--- src/rtl/player_bullet_controller.sv ---
// player_bullet_controller: player bullet pool that spawns on fire, rises on a divided tick and retires on hit or at the screen top.
// Optional AUTO_FIRE_EN: fire acts as a level, so held fire re-spawns each time the cooldown expires.
module player_bullet_controller #(
  parameter int BULLET_COUNT   = 8,
  parameter int MOVE_DIV       = 250_000,
  parameter int BULLET_SPEED   = 4,
  parameter int COOLDOWN       = 2_500_000,
  parameter int SPAWN_X_OFFSET = 12,
  parameter int BULLET_H       = 8
) (
  input  logic                       clk25,
  input  logic                       rst_n,
  input  logic                       fire,
  input  logic [9:0]                 player_x,
  input  logic [9:0]                 player_y,
  input  logic [BULLET_COUNT-1:0]    bullet_hit,
  output logic [10*BULLET_COUNT-1:0] bullet_x_flat,
  output logic [10*BULLET_COUNT-1:0] bullet_y_flat,
  output logic [BULLET_COUNT-1:0]    bullet_active_flat
);
  localparam int TW = $clog2(MOVE_DIV + 1);
  localparam int CW = $clog2(COOLDOWN + 1);
  localparam logic [TW-1:0] TICK_MAX = TW'(MOVE_DIV - 1);
  localparam logic [CW-1:0] CD_LOAD = CW'(COOLDOWN);
  localparam logic [9:0] X_OFF = 10'(SPAWN_X_OFFSET);
  localparam logic [9:0] H = 10'(BULLET_H);
  localparam logic [9:0] SPD = 10'(BULLET_SPEED);
  logic                    fire_q;
  logic [TW-1:0]           tick_q, tick_d;
  logic [CW-1:0]           cd_q, cd_d;
  logic [BULLET_COUNT-1:0] active_q, active_d, free_oh;
  logic [9:0]              x_q [BULLET_COUNT];
  logic [9:0]              x_d [BULLET_COUNT];
  logic [9:0]              y_q [BULLET_COUNT];
  logic [9:0]              y_d [BULLET_COUNT];
  logic                    fire_req, tick, spawn;
  logic [9:0]              spawn_x, spawn_y;
`ifdef AUTO_FIRE_EN
  assign fire_req = fire;
`else
  assign fire_req = fire & ~fire_q;
`endif
  assign tick    = tick_q == TICK_MAX;
  // lowest clear bit of the registered active vector, one-hot
  assign free_oh = ~active_q & (active_q + BULLET_COUNT'(1));
  assign spawn   = fire_req && cd_q == '0 && !(&active_q);
  assign spawn_x = player_x + X_OFF;
  assign spawn_y = player_y < H ? '0 : player_y - H;
  assign tick_d  = tick ? '0 : tick_q + TW'(1);
  assign cd_d    = spawn ? CD_LOAD : (cd_q != '0 ? cd_q - CW'(1) : '0);
  always_comb begin
    for (int j = 0; j < BULLET_COUNT; j++) begin
      active_d[j] = active_q[j];
      x_d[j] = x_q[j];
      y_d[j] = y_q[j];
      if (spawn && free_oh[j]) begin
        active_d[j] = 1'b1;
        x_d[j] = spawn_x;
        y_d[j] = spawn_y;
      end else if (active_q[j] && bullet_hit[j]) begin
        active_d[j] = 1'b0;
      end else if (active_q[j] && tick) begin
        if (y_q[j] < SPD) active_d[j] = 1'b0;
        else y_d[j] = y_q[j] - SPD;
      end
    end
  end
  always_ff @(posedge clk25 or negedge rst_n) begin
    if (!rst_n) begin
      fire_q   <= 1'b0;
      tick_q   <= '0;
      cd_q     <= '0;
      active_q <= '0;
      for (int j = 0; j < BULLET_COUNT; j++) begin
        x_q[j] <= '0;
        y_q[j] <= '0;
      end
    end else begin
      fire_q   <= fire;
      tick_q   <= tick_d;
      cd_q     <= cd_d;
      active_q <= active_d;
      for (int j = 0; j < BULLET_COUNT; j++) begin
        x_q[j] <= x_d[j];
        y_q[j] <= y_d[j];
      end
    end
  end
  genvar i;
  generate
    for (i = 0; i < BULLET_COUNT; i++) begin : g_flat
      assign bullet_x_flat[i*10 +: 10] = x_q[i];
      assign bullet_y_flat[i*10 +: 10] = y_q[i];
    end
  endgenerate
  assign bullet_active_flat = active_q;
endmodule
--- config.mk ---
export PLATFORM = sky130hd
export DESIGN_NAME = player_bullet_controller
export DESIGN_NICKNAME = d
export VERILOG_FILES = /design/src/rtl/player_bullet_controller.sv
export SDC_FILE = /design/constraint.sdc
export NUM_CORES = 1
export LEC_CHECK = 0
export BUFFER_PORTS_ARGS = -buffer_cell sky130_fd_sc_hd__buf_2
export CORE_UTILIZATION = 40
export CTS_CLUSTER_SIZE = 16
export DETAILED_ROUTE_END_ITERATION = 6
export PLACE_DENSITY = 0.72
export SLEW_MARGIN = 20
export SYNTH_ARGS = -nofsm -noshare
export SYNTH_HDL_FRONTEND = slang
export SYNTH_SLANG_ARGS = --single-unit
--- constraint.sdc ---
create_clock -name clk25 -period 5.04 [get_ports clk25]
set_clock_uncertainty 0.1 [all_clocks]
set_input_delay 1.008 -clock clk25 [delete_from_list [all_inputs] [get_ports clk25]]
set_output_delay 1.008 -clock clk25 [all_outputs]
set_load 0.005 [all_outputs]
After elaboration in Yosys (flattened, before gate mapping)
Index checks and enable logic that the tools add are counted.

word-level totals
  word-level logic and storage cells = 208
  register bits after elaboration = 209
  output and inout bits = 168

operators by class
  bitwise operators = 4
  magnitude comparators = 9
  eq/ne operators = 17
  mux-type cells = 68
  reductions and logical operators = 70
  add/subtract/negate cells = 13

operators by type and width
  cell                                                  count
  2-to-1 mux 10 bit                                     33
  < comparator 10 x 3 -> 1 bit (second input constant)  8
  subtractor 10 x 3 -> 10 bit (second input constant)   8
  nonzero test 3 bit                                    16
  2-to-1 mux 22 bit                                     2
  2-to-1 mux 1 bit                                      32
  != test 2 bit (second input constant)                 16
  logical AND 1 bit                                     26
  AND reduction 3 bit                                   8
  zero test 22 bit                                      1
  nonzero test 22 bit                                   1
  subtractor 22 x 1 -> 22 bit (second input constant)   1
  adder 18 x 1 -> 18 bit (second input constant)        1
  == test 18 bit (second input constant)                1
  2-to-1 mux 18 bit                                     1
  AND reduction 2 bit                                   8
  nonzero test 2 bit                                    8
  adder 10 x 4 -> 10 bit (second input constant)        1
  < comparator 10 x 4 -> 1 bit (second input constant)  1
  subtractor 10 x 4 -> 10 bit (second input constant)   1
  adder 8 x 1 -> 8 bit (second input constant)          1
  AND 8 bit                                             1
  inverter 8 bit                                        1
  AND reduction 8 bit                                   1
  3 further kinds                                       3

Longest topological paths before layout
Gate-level depths: netlist (run 1).

  depth in word-level cells = 7
  mapped depth = 9
  mapped depth without buffers = 7

Worst setup path before layout (run 1)
OpenSTA, ideal clock, no wires.

  path kind = in2reg
  from = input port player_y[6]
  to = register y_q, in the netlist bullet_y_flat[62]
  stages on the path = 7
  path buffers = 2
  setup time = 133 ps
  path slack = 2229 ps
  arrival = 2578 ps
  cell sequence = or4_1 -> or4_1 -> clkbuf_1 -> and2_0 -> clkbuf_1 -> o22ai_1 -> a21oi_1

between the ends
  longest elaborated chain between the ends = 3

RTL lines
  what                            RTL line  source
  start: declaration              15        input logic [9:0] player_y,
  < comparator 10 x 4 -> 1 bit    48        assign spawn_y = player_y < H ? '0 : player_y - H;
  2-to-1 mux 10 bit               48
  2-to-1 mux 10 bit               56        if (spawn && free_oh[j]) begin
  end signal: indexed assignment  85        y_q[j] <= y_d[j];
  end: declaration                34        logic [9:0] y_q [BULLET_COUNT];

Every way passes these cells.
A chain may end at the register's enable or synchronous reset.

Final worst setup path (run 1)
  from = register cd_q[16]
  to = register y_q, in the netlist bullet_y_flat[6]

between the ends
  longest elaborated chain between the ends = 6
  elaborated cells between the ends (all ways) = 9
  those cells by class = eq/ne (2); mux (1); reduce/logical (6)

RTL lines
  what                                                                  RTL line  source
  start: declaration                                                    30        logic [CW-1:0] cd_q, cd_d;
  start signal: assignment                                              72        cd_q <= '0;
  start signal: assignment                                              81        cd_q <= cd_d;
  zero test 22 bit *                                                    46        assign spawn = fire_req && cd_q == '0 && !(&active_q);
  logical AND 1 bit * (2 in a row)                                      46
  logical AND 1 bit *                                                   56
  != test 2 bit (no source line) or nonzero test 2 bit (tied branches)  --
  AND reduction 3 bit (no source line)                                  --

Every way passes the cells marked *; elsewhere a longest branch is shown, timed or not.

==> results.txt, run 1 <==
- Run status: finished, final reports clean
- From synthesis to final layout, the design area changed by 21.5%.
- Sorting the synthesized cells by area gives the leading types as sky130_fd_sc_hd__dfrtp_1, sky130_fd_sc_hd__nand2_1, sky130_fd_sc_hd__o21ai_0, sky130_fd_sc_hd__nor2_1, sky130_fd_sc_hd__nand3_1.
- Routed wirelength normalized by instance count: 18.8 um
- Summed over all instances, the cell type with the most area after synthesis is sky130_fd_sc_hd__dfrtp_1.
- Measured against its own limit, the worst slew margin works out to 19.0%.
- Count of final max-slew check failures: 0
* Chip width: 161 um
* Share of synthesized registers carrying an async set or reset: 100%
* Count of endpoints failing hold in the final timing report: 0
* Area of the mapped netlist: 0.0101 mm2
* Fraction of final layout cells with drive strength greater than 1: between 20% and 30%
- For this run the aggregate overflow at the end of global routing stands at 0.
- The critical path in this run is classified as flop to flop.
- Among all flip-flop cells after synthesis, the most frequent one is sky130_fd_sc_hd__dfrtp_1.
* DR vias: 9072
- Along the worst hold path, the cell count comes to 2.
- At the end of the flow the core is filled with cells to 50.0%.
* Vias per cell: 5.67
- CTS placed an instance of sky130_fd_sc_hd__clkbuf_16 at the clock tree root.
* Final total negative setup slack: 0 ns
* Reg2reg end: bullet_y_flat[6]
* Register-to-register path setup slack: 1.78 ns
* Mean instance size in the synthesized netlist: 9.39 um2
* Post-CTS Setup Repair Bufs: 0
- The finished cells cover 0.0123 mm2.
* Post-route non-filler standard cell count: 1601
- Count of cells along the worst register-to-register path: 5
- Post-detailed-routing wire length: 30.2 mm
- In this run, post-CTS repair resized a total of 0 instances.
- Core area: 0.0245 mm2
- Count of flip-flops with a built-in enable after synthesis: 0
- Max Cap Viol: 0
- After synthesis, the netlist uses 67 different library cells.
- Final Wtd Congestion: 0.868
- Across all setup checks in the final design, the least slack found is 1.78 ns.
* Crit path required time: 5.33 ns
- IR analysis of the VDD net gives a maximum drop of ~240 uV.
- The number of antenna violations at the first check in global routing is 1.
* Clock tree from TritonCTS: built
- Leakage: 5.99 nW
- The worst setup path is launched from a flop.
- For this run, the number of Yosys warnings is 0.
- Die extent in y: 161 um
- Final setup viols: 0
* Largest net degree at the start of global routing: 117
* Vias in the first global route: approximately 8400
- Post-layout minimum cycle time: roughly 3.3 ns
- Counting the buffers created by CTS gives 24.
* Insertion delay of the later-clocked pin in the worst-skew pair: 0.51 ns
* Synthesized instance count: 1076
* Transition time of the tightest slew-check pin: about 1.2 ns
- Clock-pin slew was measured on the worst setup and hold paths at ~0.06 ns.
* Number of remaining DRC errors: 0
* Die footprint: 0.0259 mm2
* Post-detailed-placement cell area: 0.0114 mm2
- The startpoint identified for the worst hold timing path is bullet_x_flat[40].
- Endpoint of the worst hold-timing path: bullet_x_flat[40]
* Initial core utilization: 41.2%
* Total Power Consumption: 4.07 mW
* Syn_nets: 1120
* Std cell rows: 57
- DRC marker count from the first detailed-route iteration: 1164
* Number of ports placed on the die boundary: 199
* Longest Clk Path Bufs: 3
- Before CTS, the worst setup slack after placement is 1.77 ns.
- For this design, the sink count on the clock tree is 209.
- Cell Pwr Density: 331 mW/mm2
* Part of the cycle the worst path needs: between 60 and 70%
- Share of the yosys chip area belonging to registers: 51.8%
- Final HPWL DP: 21.5 mm
- Data arrives at the worst endpoint at 3.54 ns.
* Detailed-routing iteration count for the pre-antenna-repair pass: 6
- Class of the most critical hold timing path: flop to flop
- For this run, the post-layout net count is around 1300.
- Maximum operating frequency: 307 MHz
- The count of nets left with antenna violations once routing finished came out at 0.
- Cell count after placement: 1557
* Number of buffers inserted by hold repair at cts: 0
- In this run the number of H-tree levels came out at 1.
* Area share of the leading cell type in the synthesized netlist: 51.8%
- Along the worst path, the maximum fanout reaches 32.
- Port buffering added 198 buffers.
- Worst hold margin: around 0.37 ns
* Unrepaired setup endpoints after global routing: no
- Launching instance or port of the critical path: cd_q[16]
- Sort of element at the end of the critical path: flop
* Wire length of the first global-routing pass: approximately 47 mm
- The startpoint identified for the worst register-to-register timing path is cd_q[16].
* Global-route usage over all layers: 23.0%
* Number of storage elements in the synthesis netlist: approximately 210
-- worst max path at each step --
stage / to / slack [ns] / cells past startpoint
after detailed placement: bullet_y_flat[53] / 1.77 / 6
after global placement: bullet_y_flat[23] / 1.86 / 6
after CTS: bullet_y_flat[6] / 1.79 / 5
after floorplan: bullet_y_flat[62] / 2.23 / 7
final: bullet_y_flat[6] / 1.78 / 5
after global routing: bullet_x_flat[9] / 1.48 / 5
-- per-layer routing --
layer  up-vias  GRT usage (%)  part of all wire [%]
met2       419           37.8                    47
met3        62           4.31                   8.1
met5         -              0                     0
met4         0           8.32                   3.5
li1       4228              -                     -
met1      4363           30.2                    42
-- worst max-delay path: stages (launching register included) --
cell and delay [ns]:
sky130_fd_sc_hd__dfrtp_1 0.41, sky130_fd_sc_hd__or4_4 0.59, sky130_fd_sc_hd__or4_1 0.67, sky130_fd_sc_hd__or4_1 1.02, sky130_fd_sc_hd__a21oi_1 0.29, sky130_fd_sc_hd__a21oi_1 0.06
-- placed cells by master (no fill, tap or decap), types with 9 or more instances in the layout --
cell type | Yosys | final
sky130_fd_sc_hd__clkbuf_16 | 0 | 25
sky130_fd_sc_hd__a21oi_1 | 33 | 33
sky130_fd_sc_hd__nor4_1 | 10 | 10
sky130_fd_sc_hd__a211oi_1 | 12 | 11
sky130_fd_sc_hd__or3_1 | 12 | 12
sky130_fd_sc_hd__nor3b_1 | 9 | 9
sky130_fd_sc_hd__and3_1 | 12 | 12
sky130_fd_sc_hd__nor3_1 | 37 | 37
sky130_fd_sc_hd__inv_1 | 28 | 28
sky130_fd_sc_hd__nor2_1 | 79 | 78
sky130_fd_sc_hd__ha_1 | 13 | 13
sky130_fd_sc_hd__nand2b_1 | 13 | 13
sky130_fd_sc_hd__nand3_1 | 43 | 43
sky130_fd_sc_hd__nand4_1 | 20 | 20
sky130_fd_sc_hd__or2_2 | 9 | 9
sky130_fd_sc_hd__nand2_1 | 194 | 194
sky130_fd_sc_hd__o21ai_1 | 17 | 17
sky130_fd_sc_hd__o221ai_1 | 9 | 9
sky130_fd_sc_hd__or4_1 | 13 | 13
sky130_fd_sc_hd__o211ai_1 | 13 | 13
sky130_fd_sc_hd__xnor2_1 | 22 | 22
sky130_fd_sc_hd__xor2_1 | 17 | 17
sky130_fd_sc_hd__dfrtp_1 | 209 | 209
sky130_fd_sc_hd__o21ai_0 | 84 | 84
sky130_fd_sc_hd__buf_2 | 3 | 197
-- where the power goes --
| group | internal [mW] | switching (mW) |
|---|---|---|
| Combinational | 0.104 | 0.192 |
| Sequential | 1.74 | 0.0604 |
| Clock | 1.29 | 0.679 |
| Total | 3.13 | 0.932 |
-- final cells by class --
cell class | instances | area, um2
clock inverters | 12 | 238
clock buffers | 31 | 668
diodes | 1 | 2.50
fillers | 2229 | 12300
inverters | 28 | 105
repair buffers | 206 | 1070
multi-input cells | 790 | 4550
flip-flops and latches | 209 | 5230
well taps | 324 | 405
-- flip-flops by register name (all words and copies together), names as in the netlist --
register / flops
bullet_x_flat: 80
bullet_y_flat: 80
cd_q: 22
tick_q: 18
bullet_active_flat: 8
fire_q: 1
-- Yosys cell counts, drive strengths merged, types with 14 or more instances --
master / instances
nand3: 43
dfrtp: 209
nand2: 194
nor2: 79
xor2: 17
nor3: 37
inv: 28
o211ai: 14
or4: 15
o21ai: 104
nand4: 20
xnor2: 22
clkbuf: 41
a21oi: 33
-- cells by family (layout without fill, tap and decap cells) --
family	Yosys count	after routing	synth area share, %
buf+inv	77	277	3.27
compound gates	234	234	14.9
other cells	0	1	0
xor+xnor	39	39	3.38
mux	7	7	0.756
flops	209	209	51.8
fa+ha+maj	13	13	1.61
simple gates	497	497	24.3
(Power assumes the default switching activity.)
==> inputs of run 2 (changes only) <==
- PLACE_DENSITY: 0.72 -> 0.74
- clock period: 5.04 -> 2.7 ns (I/O delays scaled with it)
==> run 2 against run 1 <==
Against the previous run:
- die area did not move
- hold slack got worse by 0.29 ns
- sequential share of layout area fell by 1.1 points
- design area rose by 2.6%
- first-iteration DRC count fell by 33%
- count of clock-buffer cells in the layout rose by 2
- register-to-register slack got worse by 1.7 ns
- flip-flop and latch count did not move
- total power rose by 76%
- final cell count rose by 3.2%
==> results.txt, run 2 (synthesis gave the netlist of run 1 again) <==
- During placement, the flow inserted port buffers numbering 198.
- After floorplanning, the core was sized to cover between 0.02 and 0.025 mm2.
- Once the floorplan was initialized, standard cells occupied 41.2% of the core.
* Post-detailed-placement cell area: 0.0118 mm2
- STA puts the critical path data required time at 3.00 ns.
- Total number of clock tree sinks: ~210
* Number of remaining DRC errors: 0
* FILL cells: 2219
- The floorplan has 57 rows.
* Die footprint: 0.0259 mm2
* Design area: between 0.01 and 0.015 mm2
- DRC marker count from the first detailed-route iteration: 781
- The number of max-slew violations in the final report was 0.
- Routed Antenna Nets: 0
- Final Wtd Congestion: 0.883
* Count of endpoints failing hold in the final timing report: 0
* DR vias: between 9000 and 10000
- Leaving out fill and tap cells, the most frequent cell in the layout is sky130_fd_sc_hd__dfrtp_1.
* Post-route non-filler standard cell count: between 1500 and 2000
- Number of ports placed on the die boundary: around 200
- Max Cap Viol: 0
- The die is 161 um tall.
- Post-detailed-routing wire length: 30.8 mm
- NetSw: 1.78 mW
- Insertion delay of the later-clocked pin in the worst-skew pair: 0.51 ns
- Of the cells placed in the final design, the portion with a size suffix greater than 1 is 25.2%.
* Post-layout util: about half
- Registers are responsible for 47.0% of the overall power.
* Sort of element at the end of the critical path: flop
- Routed wirelength normalized by instance count: 18.6 um
- Worst max-slew margin expressed relative to the limit: between 20% and 30%
- Highest net fanout along the worst path: 8
- In the layout the commonest cells are sky130_fd_sc_hd__dfrtp_1, sky130_fd_sc_hd__buf_2, sky130_fd_sc_hd__nand2_1, sky130_fd_sc_hd__o21ai_0, sky130_fd_sc_hd__nor2_1.
* Cell Pwr Density: ~570 mW/mm2
* Run status: finished, final reports clean
- Number of clock buffers inserted by TritonCTS: 23
- Setup violations remaining at the end of the flow were counted as 0.
- VDD sags by at most 393 uV.
- Post-CTS Setup Repair Bufs: 0
* Portion of total power attributed to the clock network: 44.5%
* Root buf cell: sky130_fd_sc_hd__clkbuf_16
* Largest net degree at the start of global routing: 61
- Final-stage net count: 1354
- Power comes to 7.15 mW.
* Maximum level of the CTS H-tree: 1
* Remaining global-route overflow: 0
- Initial antenna violation count: 1
- STA classifies the critical path startpoint as a flop.
- In this run the static leakage power is 6.22 nW.
* Post-layout minimum cycle time: around 2.6 ns
* Chip width: 161 um
* Part of the cycle the worst path needs: 97.8%
- Classification of the worst setup path: flop to flop
- Internal power consumption: roughly 5.4 mW
* Area used by multi-input combinational logic: ~0.0046 mm2
- From synthesis to final layout, the design area changed by 24.7%.
* Global-route usage over all layers: 23.6%
- The clock passes through at most 3 buffers.
- Transition time of the tightest slew-check pin: roughly 1.0 ns
- Setup repair after global routing could not meet its margin everywhere.
* Cell count after placement: 1608
* Clk pin slew, worst setup/hold paths: 0.06 ns
* Maximum operating frequency: 379 MHz
- Combinational share of power: 8.5%
- Net switching is about a quarter of the power.
- The pre-antenna-repair detailed-routing pass consisted of 5 iterations.
- Vias per cell: 5.56
- Registers take between 0.005 and 0.006 mm2.
- Final total negative setup slack: 0 ns
- The tightest min-delay check is of the input pin to flop type.
- STA puts the critical path data arrival time at approximately 3 ns.
* Final HPWL DP: between 20 and 25 mm
- TritonCTS built the clock tree.
* Wire length of the first global-routing pass: around 48 mm
- Vias in the first global route: 8609
==> run 2: final timing paths <==
| path | startpoint | cells past startpoint | slack, ns | endpoint |
|---|---|---|---|---|
| min | fire | 1 | 0.08 | fire_q |
| max in group asynchronous | rst_n | 3 | 1.32 | bullet_y_flat[16] |
| max reg2reg | cd_q[17] | 5 | 0.06 | bullet_y_flat[17] |
| min reg2reg | bullet_x_flat[41] | 2 | 0.37 | bullet_x_flat[41] |
| max | cd_q[17] | 5 | 0.06 | bullet_y_flat[17] |
| min in group asynchronous | rst_n | 2 | 0.47 | bullet_x_flat[64] |
==> run 2: power groups by stage <==
stage	Sequential (mW)	Clock (mW)	Combinational, mW
final	3.36	3.18	0.606
after global routing	3.37	3.34	0.675
after CTS	3.36	3.23	0.611
after detailed placement	3.41	0	0.605
after global placement	3.41	0	0.588
after floorplan	3.39	0	0.319
==> run 2: area by class of cell <==
type,count,area share [%]
antenna,1,0.0199
clock buffer,33,5.51
clock inverter,9,0.676
inverter,28,0.835
multi-input combinational,790,36.2
sequential,209,41.5
tap,324,3.22
timing repair buffer,258,12.0
==> run 2: critical path, cell delays in order (launching register included) <==
cell,delay (ns)
sky130_fd_sc_hd__dfrtp_1,0.40
sky130_fd_sc_hd__or4_4,0.58
sky130_fd_sc_hd__or4_4,0.50
sky130_fd_sc_hd__or4_1,0.57
sky130_fd_sc_hd__o311a_1,0.13
sky130_fd_sc_hd__a221o_1,0.25
==> run 2: layer usage <==
layer  up-vias  wire (um)  track usage, %  part of all wire (%)
met5         -          0               0                     0
met4         0       1470            11.9                   4.8
met3        82       2340            4.62                   7.6
met2       378      14200            38.1                    46
met1      4404      12800            30.3                    42
li1       4315          -               -                     -
==> run 2: timing repair <==
action | CTS | global route
setup endpoints to repair | 1 | 7
hold endpoints to repair | 56 | 0
pin swaps | 1 | 0
gates cloned | 0 | 0
hold buffers | 1 | 0
gates resized for setup | 0 | 4
==> run 2: through the flow <==
| step | hold WS [ns] | setup WS [ns] |
|---|---|---|
| after floorplan | 0.144 | 0.0643 |
| after global placement | 0.347 | 0.0496 |
| after detailed placement | 0.353 | -0.0280 |
| after CTS | 0.0651 | 0.0346 |
| after global routing | 0.0783 | -0.0104 |
| final | 0.0809 | 0.0604 |
